<file path="src/rtl/irq_sequencer_if.sv">
// Memory-bus bundle the interrupt sequencer drives while it owns the bus.
// The master side is the sequencer; the slave side is the memory/bus fabric.
interface irq_sequencer_if;
  logic        seq_busy;
  logic [15:0] mem_addr;
  logic [7:0]  mem_wdata;
  logic        mem_we;
  logic [7:0]  mem_rdata;

  modport master (
    output seq_busy, mem_addr, mem_wdata, mem_we,
    input  mem_rdata
  );

  modport slave (
    input  seq_busy, mem_addr, mem_wdata, mem_we,
    output mem_rdata
  );
endinterface

</file>
<file path="src/rtl/irq_sequencer.sv">
// 6502 reset/NMI/IRQ/BRK sequencer: pushes PC and P, fetches the vector, issues a PC load.
// Optional macro NMI_HIJACK_EN lets a pending NMI steal the vector of an IRQ/BRK during the P push.
module irq_sequencer #(
  parameter logic [15:0] VEC_NMI = 16'hFFFA,
  parameter logic [15:0] VEC_RST = 16'hFFFC,
  parameter logic [15:0] VEC_IRQ = 16'hFFFE
) (
  input  logic                  clk,
  input  logic                  rst_n,
  input  logic                  nmi_n,
  input  logic                  irq_n,
  input  logic                  brk_req,
  input  logic                  insn_boundary,
  input  logic [7:0]            p_in,
  input  logic [7:0]            pch_in,
  input  logic [7:0]            pcl_in,
  input  logic [7:0]            s_in,
  irq_sequencer_if.master       bus,
  output logic                  s_dec,
  output logic                  pc_ld,
  output logic [15:0]           pc_val,
  output logic                  set_i,
  output logic                  irq_ack,
  output logic [1:0]            irq_cause
);

  localparam logic [1:0] CAUSE_RST = 2'b00;
  localparam logic [1:0] CAUSE_NMI = 2'b01;
  localparam logic [1:0] CAUSE_IRQ = 2'b10;
  localparam logic [1:0] CAUSE_BRK = 2'b11;

  typedef enum logic [2:0] {
    S_RST, S_IDLE, S_PUSH_PCH, S_PUSH_PCL, S_PUSH_P, S_VEC_LO, S_VEC_HI, S_LOAD
  } state_t;

  state_t      state_reg, state_next;
  logic        nmi_q_reg;
  logic        nmi_pending_reg, nmi_pending_next;
  logic        nmi_clr;
  logic [1:0]  cause_reg, cause_next;
  logic [15:0] vector_reg, vector_next;
  logic        b_reg, b_next;
  logic [7:0]  pch_reg, pch_next;
  logic [7:0]  pcl_reg, pcl_next;
  logic [7:0]  sp_reg, sp_next;
  logic [15:0] pc_val_reg, pc_val_next;
  logic        irq_take;

  assign irq_take = ~irq_n & ~p_in[2];
  assign pc_val   = pc_val_reg;

  always_ff @(posedge clk or negedge rst_n) begin
    if (!rst_n) begin
      state_reg       <= S_RST;
      nmi_q_reg       <= 1'b1;
      nmi_pending_reg <= 1'b0;
      cause_reg       <= CAUSE_RST;
      vector_reg      <= VEC_RST;
      b_reg           <= 1'b0;
      pch_reg         <= 8'h00;
      pcl_reg         <= 8'h00;
      sp_reg          <= 8'h00;
      pc_val_reg      <= 16'h0000;
    end else begin
      state_reg       <= state_next;
      nmi_q_reg       <= nmi_n;
      nmi_pending_reg <= nmi_pending_next;
      cause_reg       <= cause_next;
      vector_reg      <= vector_next;
      b_reg           <= b_next;
      pch_reg         <= pch_next;
      pcl_reg         <= pcl_next;
      sp_reg          <= sp_next;
      pc_val_reg      <= pc_val_next;
    end
  end

  // A fresh falling edge wins over a clear in the same cycle: it is a new request.
  assign nmi_pending_next = (nmi_pending_reg & ~nmi_clr) | (nmi_q_reg & ~nmi_n);

  always_comb begin
    state_next    = state_reg;
    cause_next    = cause_reg;
    vector_next   = vector_reg;
    b_next        = b_reg;
    pch_next      = pch_reg;
    pcl_next      = pcl_reg;
    sp_next       = sp_reg;
    pc_val_next   = pc_val_reg;
    nmi_clr       = 1'b0;
    bus.seq_busy  = 1'b1;
    bus.mem_addr  = 16'h0000;
    bus.mem_wdata = 8'h00;
    bus.mem_we    = 1'b0;
    s_dec         = 1'b0;
    pc_ld         = 1'b0;
    set_i         = 1'b0;
    irq_ack       = 1'b0;
    irq_cause     = 2'b00;

    case (state_reg)
      S_RST: begin
        bus.mem_addr = VEC_RST;
        vector_next  = VEC_RST;
        cause_next   = CAUSE_RST;
        state_next   = S_VEC_LO;
      end
      S_IDLE: begin
        bus.seq_busy = 1'b0;
        if (insn_boundary && (nmi_pending_reg || irq_take || brk_req)) begin
          state_next = S_PUSH_PCH;
          pch_next   = pch_in;
          pcl_next   = pcl_in;
          sp_next    = s_in;
          if (nmi_pending_reg) begin
            cause_next  = CAUSE_NMI;
            vector_next = VEC_NMI;
            b_next      = 1'b0;
            nmi_clr     = 1'b1;
          end else if (irq_take) begin
            cause_next  = CAUSE_IRQ;
            vector_next = VEC_IRQ;
            b_next      = 1'b0;
          end else begin
            cause_next  = CAUSE_BRK;
            vector_next = VEC_IRQ;
            b_next      = 1'b1;
          end
        end
      end
      S_PUSH_PCH: begin
        bus.mem_addr  = {8'h01, sp_reg};
        bus.mem_wdata = pch_reg;
        bus.mem_we    = 1'b1;
        s_dec         = 1'b1;
        sp_next       = sp_reg - 8'd1;
        state_next    = S_PUSH_PCL;
      end
      S_PUSH_PCL: begin
        bus.mem_addr  = {8'h01, sp_reg};
        bus.mem_wdata = pcl_reg;
        bus.mem_we    = 1'b1;
        s_dec         = 1'b1;
        sp_next       = sp_reg - 8'd1;
        state_next    = S_PUSH_P;
      end
      S_PUSH_P: begin
        bus.mem_addr  = {8'h01, sp_reg};
        bus.mem_wdata = {p_in[7:6], 1'b1, b_reg, p_in[3:0]};
        bus.mem_we    = 1'b1;
        s_dec         = 1'b1;
        sp_next       = sp_reg - 8'd1;
        state_next    = S_VEC_LO;
`ifdef NMI_HIJACK_EN
        // B bit already went out on the bus above, so it keeps the original cause.
        if (((cause_reg == CAUSE_IRQ) || (cause_reg == CAUSE_BRK)) && nmi_pending_reg) begin
          vector_next = VEC_NMI;
          cause_next  = CAUSE_NMI;
          nmi_clr     = 1'b1;
        end
`endif
      end
      S_VEC_LO: begin
        bus.mem_addr     = vector_reg;
        pc_val_next[7:0] = bus.mem_rdata;
        state_next       = S_VEC_HI;
      end
      S_VEC_HI: begin
        bus.mem_addr      = vector_reg + 16'd1;
        pc_val_next[15:8] = bus.mem_rdata;
        state_next        = S_LOAD;
      end
      S_LOAD: begin
        pc_ld      = 1'b1;
        set_i      = 1'b1;
        irq_ack    = 1'b1;
        irq_cause  = cause_reg;
        state_next = S_IDLE;
      end
      default: state_next = S_RST;
    endcase
  end

endmodule

</file>
<file path="src/flat_wrapper.sv">
// flat-port wrapper written by rule: the top's interface ports become plain ports
module irq_sequencer_flat 
#(
  parameter logic [15:0] VEC_NMI = 16'hFFFA,
  parameter logic [15:0] VEC_RST = 16'hFFFC,
  parameter logic [15:0] VEC_IRQ = 16'hFFFE
)
  (clk, rst_n, nmi_n, irq_n, brk_req, insn_boundary, p_in, pch_in, pcl_in, s_in, s_dec, pc_ld, pc_val, set_i, irq_ack, irq_cause, bus_seq_busy, bus_mem_addr, bus_mem_wdata, bus_mem_we, bus_mem_rdata);
  irq_sequencer_if bus_i ();
  input  logic clk;
  input  logic rst_n;
  input  logic nmi_n;
  input  logic irq_n;
  input  logic brk_req;
  input  logic insn_boundary;
  input  logic [7:0] p_in;
  input  logic [7:0] pch_in;
  input  logic [7:0] pcl_in;
  input  logic [7:0] s_in;
  output logic s_dec;
  output logic pc_ld;
  output logic [15:0] pc_val;
  output logic set_i;
  output logic irq_ack;
  output logic [1:0] irq_cause;
  output wire logic [$bits(bus_i.seq_busy)-1:0] bus_seq_busy;
  output wire logic [$bits(bus_i.mem_addr)-1:0] bus_mem_addr;
  output wire logic [$bits(bus_i.mem_wdata)-1:0] bus_mem_wdata;
  output wire logic [$bits(bus_i.mem_we)-1:0] bus_mem_we;
  input wire logic [$bits(bus_i.mem_rdata)-1:0] bus_mem_rdata;
  assign bus_seq_busy = bus_i.seq_busy;
  assign bus_mem_addr = bus_i.mem_addr;
  assign bus_mem_wdata = bus_i.mem_wdata;
  assign bus_mem_we = bus_i.mem_we;
  assign bus_i.mem_rdata = bus_mem_rdata;
  irq_sequencer #(.VEC_NMI(VEC_NMI), .VEC_RST(VEC_RST), .VEC_IRQ(VEC_IRQ)) u_core (.clk(clk), .rst_n(rst_n), .nmi_n(nmi_n), .irq_n(irq_n), .brk_req(brk_req), .insn_boundary(insn_boundary), .p_in(p_in), .pch_in(pch_in), .pcl_in(pcl_in), .s_in(s_in), .bus(bus_i), .s_dec(s_dec), .pc_ld(pc_ld), .pc_val(pc_val), .set_i(set_i), .irq_ack(irq_ack), .irq_cause(irq_cause));
endmodule
</file>
<file path="config.mk">
export PLATFORM = sky130hd
export DESIGN_NAME = irq_sequencer_flat
export DESIGN_NICKNAME = d
export VERILOG_FILES = /design/src/rtl/irq_sequencer_if.sv /design/src/rtl/irq_sequencer.sv /design/src/flat_wrapper.sv
export SDC_FILE = /design/constraint.sdc
export NUM_CORES = 1
export LEC_CHECK = 0
export BUFFER_PORTS_ARGS = -buffer_cell sky130_fd_sc_hd__clkbuf_2
export CAP_MARGIN = 40
export CORE_UTILIZATION = 53
export DETAILED_ROUTE_END_ITERATION = 12
export PLACE_DENSITY = 0.85
export SETUP_SLACK_MARGIN = 0.4
export SYNTH_ARGS = -nofsm -noshare
export SYNTH_HDL_FRONTEND = slang
export SYNTH_SLANG_ARGS = --single-unit
export TNS_END_PERCENT = 5
</file>
<file path="constraint.sdc">
create_clock -name clk -period 5.6 [get_ports clk]
set_input_delay 1.12 -clock clk [delete_from_list [all_inputs] [get_ports clk]]
set_output_delay 1.12 -clock clk [all_outputs]
set_load 0.03 [all_outputs]
</file>
==> results by group, run 1 <==
Detailed routing
  – Drt drc: 5
  – Routed via count: 2143
  – Final wirelength: 5560 um
  – First-iteration detailed-routing DRC count: 152
  – Pre-Repair DR Iteration Count: 8
  – Vias per inst: 5.43
  – Remaining antenna violation count after routing: 0
  – Drt wl/cell: 14.1 um

Global route
  – GRT Util Overall: 23.9%
  – Vias in the first global route: 2136
  – Initial antenna violation count: 0
  – Largest net degree at the start of global routing: 51
  – Total gr overflow: 0
  – First-pass GRT wire length: 9430 um

Min path
  – Worst min path class: reg -> reg

STA
  – RSZ-0062 raised after global routing: false
  – Tmin final: 3.75 ns
  – Fmax: 0.266 GHz
  – Slew margin rel.: 44.2%
  – Final WS setup: 1.85 ns
  – Final hold violations: 0
  – Final clock skew: 0.00723 ns
  – Slew at the pin closest to its max-slew limit: 0.838 ns
  – Fin crit share: 67.0%
  – Setup TNS: 0 ns
  – Setup violations, final: 0
  – Slew Viols, Final: 0

CTS
  – Clock slew seen by the registers of the worst setup and hold paths: 0.09 ns
  – H-tree level count: 2
  – # clock sinks: 50
  – Clock Path Buffers: 2
  – Post-CTS Setup Bufs: 0
  – Inserted Clock Buffers: 5
  – Worst-Skew Late Latency: 0.30 ns
  – Hold-fix buffers, CTS: 0
  – Root buffer cell: clkbuf_8
  – CTS tree: yes
  – Post_cts resized: 0

Worst setup path
  – R2r setup slk: 3.27 ns
  – Critical Path Fanout Max: 13
  – WP data required: 4.48 ns
  – Worst setup SP type: flop
  – Critical path arrival: 2.63 ns
  – Crit path kind: reg -> out
  – CP endpoint kind: output pin

Power and ir drop
  – Pint: 1.08 mW
  – Comb pwr share: 58.8%
  – Reg power frac: 31.1%
  – Design Power: 2.23 mW
  – Leak Pwr: 1.59 nW
  – Clock share of power: 10.2%
  – P_sw: 1.15 mW
  – Pwr per Cell Area: 728 mW/mm^2
  – Sw Share: 51.5%
  – Worst VDD drop: 0.382 mV

Place
  – RePlAce Congestion: 0.785
  – DP Wirelength: 3890 um
  – I/O Buffers: 91
  – Place WS: 2.15 ns

Cells and area
  – Largest register FFs: 16
  – Layout cells sized above 1: 37.6%
  – Area Growth Syn to Fin: 21.0%
  – Final net count: 389
  – Diodes inserted: 0

Synth
  – Synth Cell Area: 0.00254 mm^2
  – Post-synth top flop: dfrtp_1
  – Sequential-to-total area share from yosys stat: 49.4%
  – Syn nets: 309
  – FFs w/ async S/R, synth: 100%
  – Top post-synthesis cells by area: dfrtp_1, nand2_1, mux2_2
  – Synth top area share: 47.3%
  – Synth Instances: 262
  – Post-synth top area cell: dfrtp_1
  – Warning count from the yosys run: 0
  – Avg Inst Size Synth: 9.68 um^2
  – Post-synth EDFFs: 0
  – Netlist cell types: 49
  – Yosys reg bits: 50

Outcome
  – Failing checks: design-rule violations
  – Run status: finished with violations

Floorplan
  – Area of the core: 0.00447 mm^2
  – Die Y: 71.2 um
  – Boundary Pins: 94
  – Die ar.: 0.00507 mm^2
  – Die width: 71.2 um
  – Starting Density: 56.7%
  – FP Rows: 24

Run
  – Max-cap violations: 0
-- per-stage QoR --
step | cell area (um^2) | hold WS (ns) | std cells | utilization (%)
detailed placement | 2970 | 0.462 | 387 | 66.4
global route | 3070 | 0.503 | 395 | 68.6
floorplan | 2540 | 0.445 | 262 | -
finish | 3070 | 0.478 | 395 | 68.6
global placement | 2960 | 0.457 | 386 | 66.1
CTS | 3070 | 0.484 | 395 | 68.6
-- critical path: stages, from the launching register on --
cell and delay [ns]:
dfrtp_1 0.59, buf_8 0.26, nor2b_1 0.19, nand2_1 0.31
o21ai_1 0.55, or2_2 0.23, clkbuf_2 0.20
-- power groups by stage --
stage                     logic (mW)  registers (mW)  clock network [mW]
final                           1.31           0.694               0.227
after global placement          1.27           0.701                   0
after global routing            1.42           0.722               0.246
after floorplan                0.974           0.753                   0
after CTS                       1.32           0.694               0.231
after detailed placement        1.32           0.701                   0
-- routing by layer --
metal	part of all wire [%]	GRT usage, %	vias to the layer above
met1	41	28.4	997
met3	7.4	6.84	9
met4	1.2	9.33	0
met2	50	41.0	90
met5	0	0	-
li1	-	-	1047
-- Yosys cell counts, types with 2 or more instances --
cell type and number:
nand2_1 68, dfrtp_1 48, mux2_2 17, o21ai_0 14
mux2i_1 11, a21oi_1 10, inv_1 10, buf_4 9
buf_2 6, nor2_1 5, clkbuf_1 4, nand3_1 4
nor3_1 4, a21o_1 3, nand2b_1 3, o211ai_1 3
o22ai_1 3, a22o_1 2, a31oi_1 2, and2_1 2
buf_1 2, dfstp_2 2, nor2b_1 2, o21ai_1 2
or3_1 2
-- cell type report --
type / count / area, um^2
Clock inverter: 2 / 16.3
Clock buffer: 6 / 82.6
Sequential cell: 50 / 1250
Inverter: 11 / 41.3
Timing Repair Buffer: 94 / 485
Tap cell: 52 / 65.1
Fill cell: 366 / 1400
Multi-Input combinational cell: 180 / 1130
-- worst paths after layout --
| check | start | end | cells after the start |
|---|---|---|---|
| max | u_core.state_reg[0] | bus_mem_addr[5] | 6 |
| min | u_core.pch_reg[1] | u_core.pch_reg[1] | 2 |
| max reg2reg | u_core.state_reg[0] | u_core.sp_reg[5] | 4 |
| min reg2reg | u_core.pch_reg[1] | u_core.pch_reg[1] | 2 |
| max in group asynchronous | rst_n | u_core.cause_reg[1] | 2 |
| min in group asynchronous | rst_n | u_core.pc_val[10] | 2 |
-- cells in the final DEF (no fill, tap or decap), drive strengths merged, types with 2 or more instances in the layout --
cell,Yosys,routed
a21o,3,3
a21oi,10,10
a22o,2,2
a31oi,2,2
and2,2,2
buf,17,3
clkbuf,4,97
dfrtp,48,48
dfstp,2,2
inv,11,12
mux2,17,17
mux2i,11,11
nand2,68,68
nand2b,3,3
nand3,4,4
nor2,6,6
nor2b,2,2
nor3,4,4
nor3b,2,2
o211ai,3,3
o21ai,16,16
o22ai,3,3
or3,2,2
or3b,2,2
-- kinds of logic (layout without fill, tap and decap cells) --
group	Yosys count	in the layout	share of synthesized area, %
compound gates	48	48	12.5
xor+xnor	2	2	0.690
fa+ha+maj	1	1	0.493
buf+inv	32	113	6.36
flops	50	50	49.4
mux	28	28	11.9
simple gates	101	101	18.6
Note: power is estimated with default switching activity, not from simulation.
==> run 2, diff against run 1 <==
Settings changed: CORE_UTILIZATION 53 to 44, PLACE_DENSITY 0.85 to 0.75.
Clock period 5.6 ns to 3.24 ns, I/O delays scaled along.
==> run 2 against run 1 <==
The run now ends clean. Global-route usage decreased by 3.9 points. Flip-flop and latch count unchanged. Clock skew decreased by 0.0030 ns. Via count decreased by 0.61%.
==> results by group, run 2 (synthesized netlist as in run 1, its figures left out) <==
Outcome
  – Run status: completed

Power and ir drop
  – Reg power frac: 31.5%
  – Leak Pwr: 1.61 nW
  – Design Power: 3.84 mW
  – P_sw: 1.98 mW
  – Clock share of power: 9.3%
  – Sw Share: 51.6%
  – Comb pwr share: 59.2%
  – Pwr per Cell Area: 1230 mW/mm^2
  – Pint: 1.86 mW
  – Worst VDD drop: 0.622 mV

Worst setup path
  – Critical Path Fanout Max: 19
  – Worst setup path endpoint: bus_mem_wdata[4]
  – R2r setup slk: 0.96 ns
  – CP endpoint kind: output pin
  – Worst Reg2Reg Path Length in Cells: 5
  – Reg-to-reg startpoint: u_core.state_reg[0]
  – Critical path arrival: 2.08 ns
  – WP data required: 2.59 ns
  – Crit path kind: reg -> out
  – CP startpoint: u_core.state_reg[1]
  – Worst setup SP type: flop
  – Crit Reg-Reg Endpoint: u_core.sp_reg[5]

Floorplan
  – Area of the core: 0.00554 mm^2
  – FP Rows: 27
  – Die width: 77.9 um
  – Die ar.: 0.00607 mm^2
  – Starting Density: 45.8%
  – Die Y: 77.9 um
  – Boundary Pins: 94

Place
  – I/O Buffers: 91
  – Place WS: 0.656 ns
  – Placed cell areas: 0.00301 mm^2
  – DP Wirelength: 4150 um
  – Dpl cells: 410
  – RePlAce Congestion: 0.767

Cells and area
  – Final core utilization: 56.1%
  – Most frequent cells in the layout: clkbuf_2, nand2_1, dfrtp_1
  – Final non-filler cell total: 419
  – Commonest non-fill, non-tap cell in the layout: clkbuf_2
  – Largest register FFs: 16
  – Diodes inserted: 0
  – Final net count: 393
  – Area Growth Syn to Fin: 22.5%
  – Filler Cells Inserted: 536
  – Layout cells sized above 1: 38.3%
  – Design area: 0.00311 mm^2

STA
  – Setup violations, final: 0
  – Slew margin rel.: 50.9%
  – RSZ-0062 raised after global routing: true
  – Fmax: 0.367 GHz
  – Final WS setup: 0.513 ns
  – Final hold violations: 0
  – Min Hold Slack: 0.317 ns
  – Setup TNS: 0 ns
  – Slew at the pin closest to its max-slew limit: 0.736 ns
  – Slew Viols, Final: 0
  – Fin crit share: 84.2%
  – Final clock skew: 0.00422 ns
  – Tmin final: 2.73 ns

Detailed routing
  – Drt drc: 0
  – Remaining antenna violation count after routing: 0
  – Drt wl/cell: 13.6 um
  – Routed via count: 2130
  – First-iteration detailed-routing DRC count: 67
  – Final wirelength: 5700 um
  – Pre-Repair DR Iteration Count: 4
  – Vias per inst: 5.08

Global route
  – GRT Util Overall: 20.1%
  – Top Usage Layer GRT: met2
  – First-pass GRT wire length: 9590 um
  – Global Route met1 Usage: 25.9%
  – Total gr overflow: 0
  – Global Route met3 Usage: 4.82%
  – Largest net degree at the start of global routing: 23
  – Initial antenna violation count: 0
  – Vias in the first global route: 2071
  – Grt met2 use: 33.5%

CTS
  – CTS tree: yes
  – H-tree level count: 2
  – Root buffer cell: clkbuf_8
  – # clock sinks: 50
  – Clock slew seen by the registers of the worst setup and hold paths: 0.09 ns
  – Worst-Skew Late Latency: 0.30 ns
  – Clock Path Buffers: 2
  – Inserted Clock Buffers: 5

Run
  – Max-cap violations: 0

Min path
  – Worst min path class: in -> async
-- run 2: routing by layer --
metal / part of all wire (%) / vias up / routed length, um
li1: - / 1054 / -
met1: 45 / 992 / 2550
met2: 47 / 76 / 2700
met3: 6.4 / 8 / 364
met4: 1.5 / 0 / 84
met5: 0 / - / 0
-- run 2: final cells by class --
| cell class | instances | area [um^2] | share of cell area [%] |
|---|---|---|---|
| flip-flops and latches | 50 | 1250 | 40.3 |
| multi-input cells | 180 | 1130 | 36.3 |
| inverters | 11 | 41.3 | 1.33 |
| clock inverters | 2 | 13.8 | 0.443 |
| well taps | 72 | 90.1 | 2.90 |
| clock buffers | 6 | 72.6 | 2.33 |
| repair buffers | 98 | 508 | 16.3 |
-- run 2: how the worst min path moves through the flow --
stage,from,to,slack (ns),cells past startpoint
floorplan,rst_n,u_core.b_reg,0.35,0
global placement,u_core.pch_reg[0],u_core.pch_reg[0],0.46,2
detailed placement,u_core.pcl_reg[0],u_core.pcl_reg[0],0.46,2
CTS,rst_n,u_core.pc_val[3],0.32,1
global route,rst_n,u_core.pc_val[3],0.34,1
finish,rst_n,u_core.pc_val[3],0.32,1
-- run 2: power by group through the flow --
| stage | Sequential [mW] | Combinational (mW) | Clock (mW) |
|---|---|---|---|
| 6_report | 1.21 | 2.27 | 0.356 |
| 3_5_place_dp | 1.22 | 2.28 | 0 |
| 5_1_grt | 1.26 | 2.46 | 0.391 |
| 4_1_cts | 1.21 | 2.29 | 0.369 |
| 2_1_floorplan | 1.30 | 1.68 | 0 |
| 3_3_place_gp | 1.20 | 2.24 | 0 |
-- run 2: critical path: stages, from the launching register on --
cell,delay (ns)
dfrtp_1,0.73
nand2b_1,0.49
o21ai_0,0.31
clkbuf_2,0.25
-- run 2: repair_timing --
| action | in CTS | in global routing |
|---|---|---|
| endpoints found under the setup margin | 5 | 11 |
| buffers inserted | 0 | 1 |
| hold endpoints to repair | 0 | 0 |
| hold buffers | 0 | 0 |
| gates resized for setup | 1 | 0 |
| gates cloned | 0 | 0 |
==> run 3, diff against run 2 <==
Settings changed: CORE_UTILIZATION 44 to 49, PLACE_DENSITY 0.75 to 0.79.
Clock period 3.24 ns to 2.8 ns, I/O delays scaled along.
==> run 3 against run 2 <==
Final area increased by 1.0%. Flip-flop and latch count unchanged. Non-clock buffer count increased by 1. Register-to-register slack got worse by 0.25 ns. Combinational power increased by 17%. Utilization increased by 8.7 points. Die area decreased by 10%. Largest cell class unchanged. Largest power group unchanged.
==> results by group, run 3 (synthesized netlist as in run 1, its figures left out) <==
STA
  – Fmax: 0.410 GHz
  – Slew at the pin closest to its max-slew limit: 0.610 ns
  – Tmin final: 2.44 ns
  – Setup TNS: 0 ns
  – Final hold violations: 0
  – Fin crit share: 87.0%
  – Slew Viols, Final: 0
  – Final clock skew: 0.00574 ns
  – RSZ-0062 raised after global routing: true
  – Setup violations, final: 0
  – Slew margin rel.: 59.3%
  – Min Hold Slack: 0.344 ns

CTS
  – # clock sinks: 50
  – Clock slew seen by the registers of the worst setup and hold paths: 0.08 ns
  – H-tree level count: 2
  – Clock Path Buffers: 2
  – Worst-Skew Late Latency: 0.30 ns
  – Post-CTS Setup Bufs: 0
  – Inserted Clock Buffers: 5
  – CTS tree: yes
  – Root buffer cell: clkbuf_8

Detailed routing
  – Drt wl/cell: 12.7 um
  – Remaining antenna violation count after routing: 0
  – Drt drc: 0
  – Final wirelength: 5290 um
  – First-iteration detailed-routing DRC count: 71
  – Vias per inst: 5.01
  – Pre-Repair DR Iteration Count: 4
  – Routed via count: 2079

Cells and area
  – Layout cells sized above 1: 39.4%
  – Largest register FFs: 16
  – Area Growth Syn to Fin: 23.8%
  – Commonest non-fill, non-tap cell in the layout: clkbuf_2
  – Most frequent cells in the layout: clkbuf_2, nand2_1, dfrtp_1
  – Final net count: 394
  – Design area: 0.00314 mm^2
  – Filler Cells Inserted: 418
  – Diodes inserted: 0

Place
  – RePlAce Congestion: 0.802
  – Placed cell areas: 0.00302 mm^2
  – DP Wirelength: 3850 um
  – I/O Buffers: 91

Floorplan
  – Die width: 74.0 um
  – Area of the core: 0.00485 mm^2
  – FP Rows: 25
  – Boundary Pins: 94
  – Starting Density: 52.3%
  – Die ar.: 0.00547 mm^2
  – Die Y: 74.0 um

Global route
  – Initial antenna violation count: 0
  – GRT Util Overall: 20.7%
  – Total gr overflow: 0
  – First-pass GRT wire length: 8420 um
  – Largest net degree at the start of global routing: 51
  – Vias in the first global route: 1875

Worst setup path
  – WP data required: 2.24 ns
  – Worst setup SP type: flop
  – Crit path kind: reg -> out
  – Critical Path Fanout Max: 14
  – Critical path arrival: 1.88 ns
  – CP endpoint kind: output pin

Power and ir drop
  – Sw Share: 50.2%
  – Clock share of power: 11.0%
  – P_sw: 2.27 mW
  – Leak Pwr: 1.62 nW
  – Pint: 2.26 mW
  – Worst VDD drop: 0.772 mV
  – Pwr per Cell Area: 1440 mW/mm^2
  – Reg power frac: 30.2%
  – Comb pwr share: 58.7%

Outcome
  – Run status: completed

Run
  – Max-cap violations: 0

Min path
  – Worst min path class: in -> async
[run 3: changes by cell type in the layout (fill, tap and decap cells not counted)]
cell and change:
dfrtp_1 -2, dfrtp_2 +2, buf_4 +1, bufinv_16 +1, clkinv_2 -1, clkinv_4 -1
clkinvlp_4 +1, nor3b_1 -1, nor3b_2 +1
[run 3: power groups by stage]
stage                     combinational (mW)  sequential (mW)  clock, mW
after global placement                  2.64             1.36          0
after global routing                    2.89             1.42      0.545
final                                   2.66             1.37      0.500
after detailed placement                2.67             1.38          0
after CTS                               2.68             1.37      0.514
after floorplan                         1.95             1.51          0
[run 3: area by class of cell]
class,count,area [um^2],share of cell area [%]
Timing Repair Buffer,99,515,16.4
Sequential cell,50,1260,40.0
Inverter,11,41.3,1.31
Clock buffer,6,72.6,2.31
Clock inverter,2,37.5,1.19
Tap cell,67,83.8,2.67
Multi-Input combinational cell,180,1130,36.1
[run 3: final timing paths]
check / startpoint / end / depth (start not counted) / slack [ns]
max: u_core.state_reg[0] / bus_mem_addr[5] / 4 / 0.36
min: rst_n / u_core.pch_reg[4] / 2 / 0.34
max reg2reg: u_core.state_reg[0] / u_core.sp_reg[5] / 5 / 0.71
min reg2reg: u_core.pch_reg[3] / u_core.pch_reg[3] / 2 / 0.48
max in group asynchronous: rst_n / u_core.state_reg[0] / 2 / 2.01
min in group clk: nmi_n / u_core.nmi_q_reg / 1 / 0.36
[run 3: what timing repair did]
action                                  CTS  global route
endpoints found under the setup margin   30            23
hold buffers                              0             0
gates resized for setup                   2             1
cloned                                    0             0
[run 3: metal layers]
| metal | track usage [%] | vias up | part of all wire [%] |
|---|---|---|---|
| li1 | - | 1057 | - |
| met1 | 25.6 | 946 | 45 |
| met2 | 34.0 | 70 | 48 |
| met3 | 6.64 | 6 | 6.8 |
| met4 | 7.26 | 0 | 1.1 |
| met5 | 0 | - | 0 |
[run 3: through the flow]
step / power [mW] / setup slack [ns] / cells / utilization [%]
after floorplan: 3.46 / 0.535 / 262 / -
after detailed placement: 4.05 / 0.482 / 407 / 62.4
after CTS: 4.56 / 0.347 / 415 / 64.7
after global placement: 4.00 / 0.512 / 407 / 62.4
after global routing: 4.85 / 0.231 / 415 / 64.8
final: 4.53 / 0.363 / 415 / 64.8
[run 3: critical path, stage by stage (launching register included)]
cell and delay (ns):
dfrtp_2 0.56, xor2_1 0.23, o21ai_2 0.40, or2_2 0.19, clkbuf_2 0.19
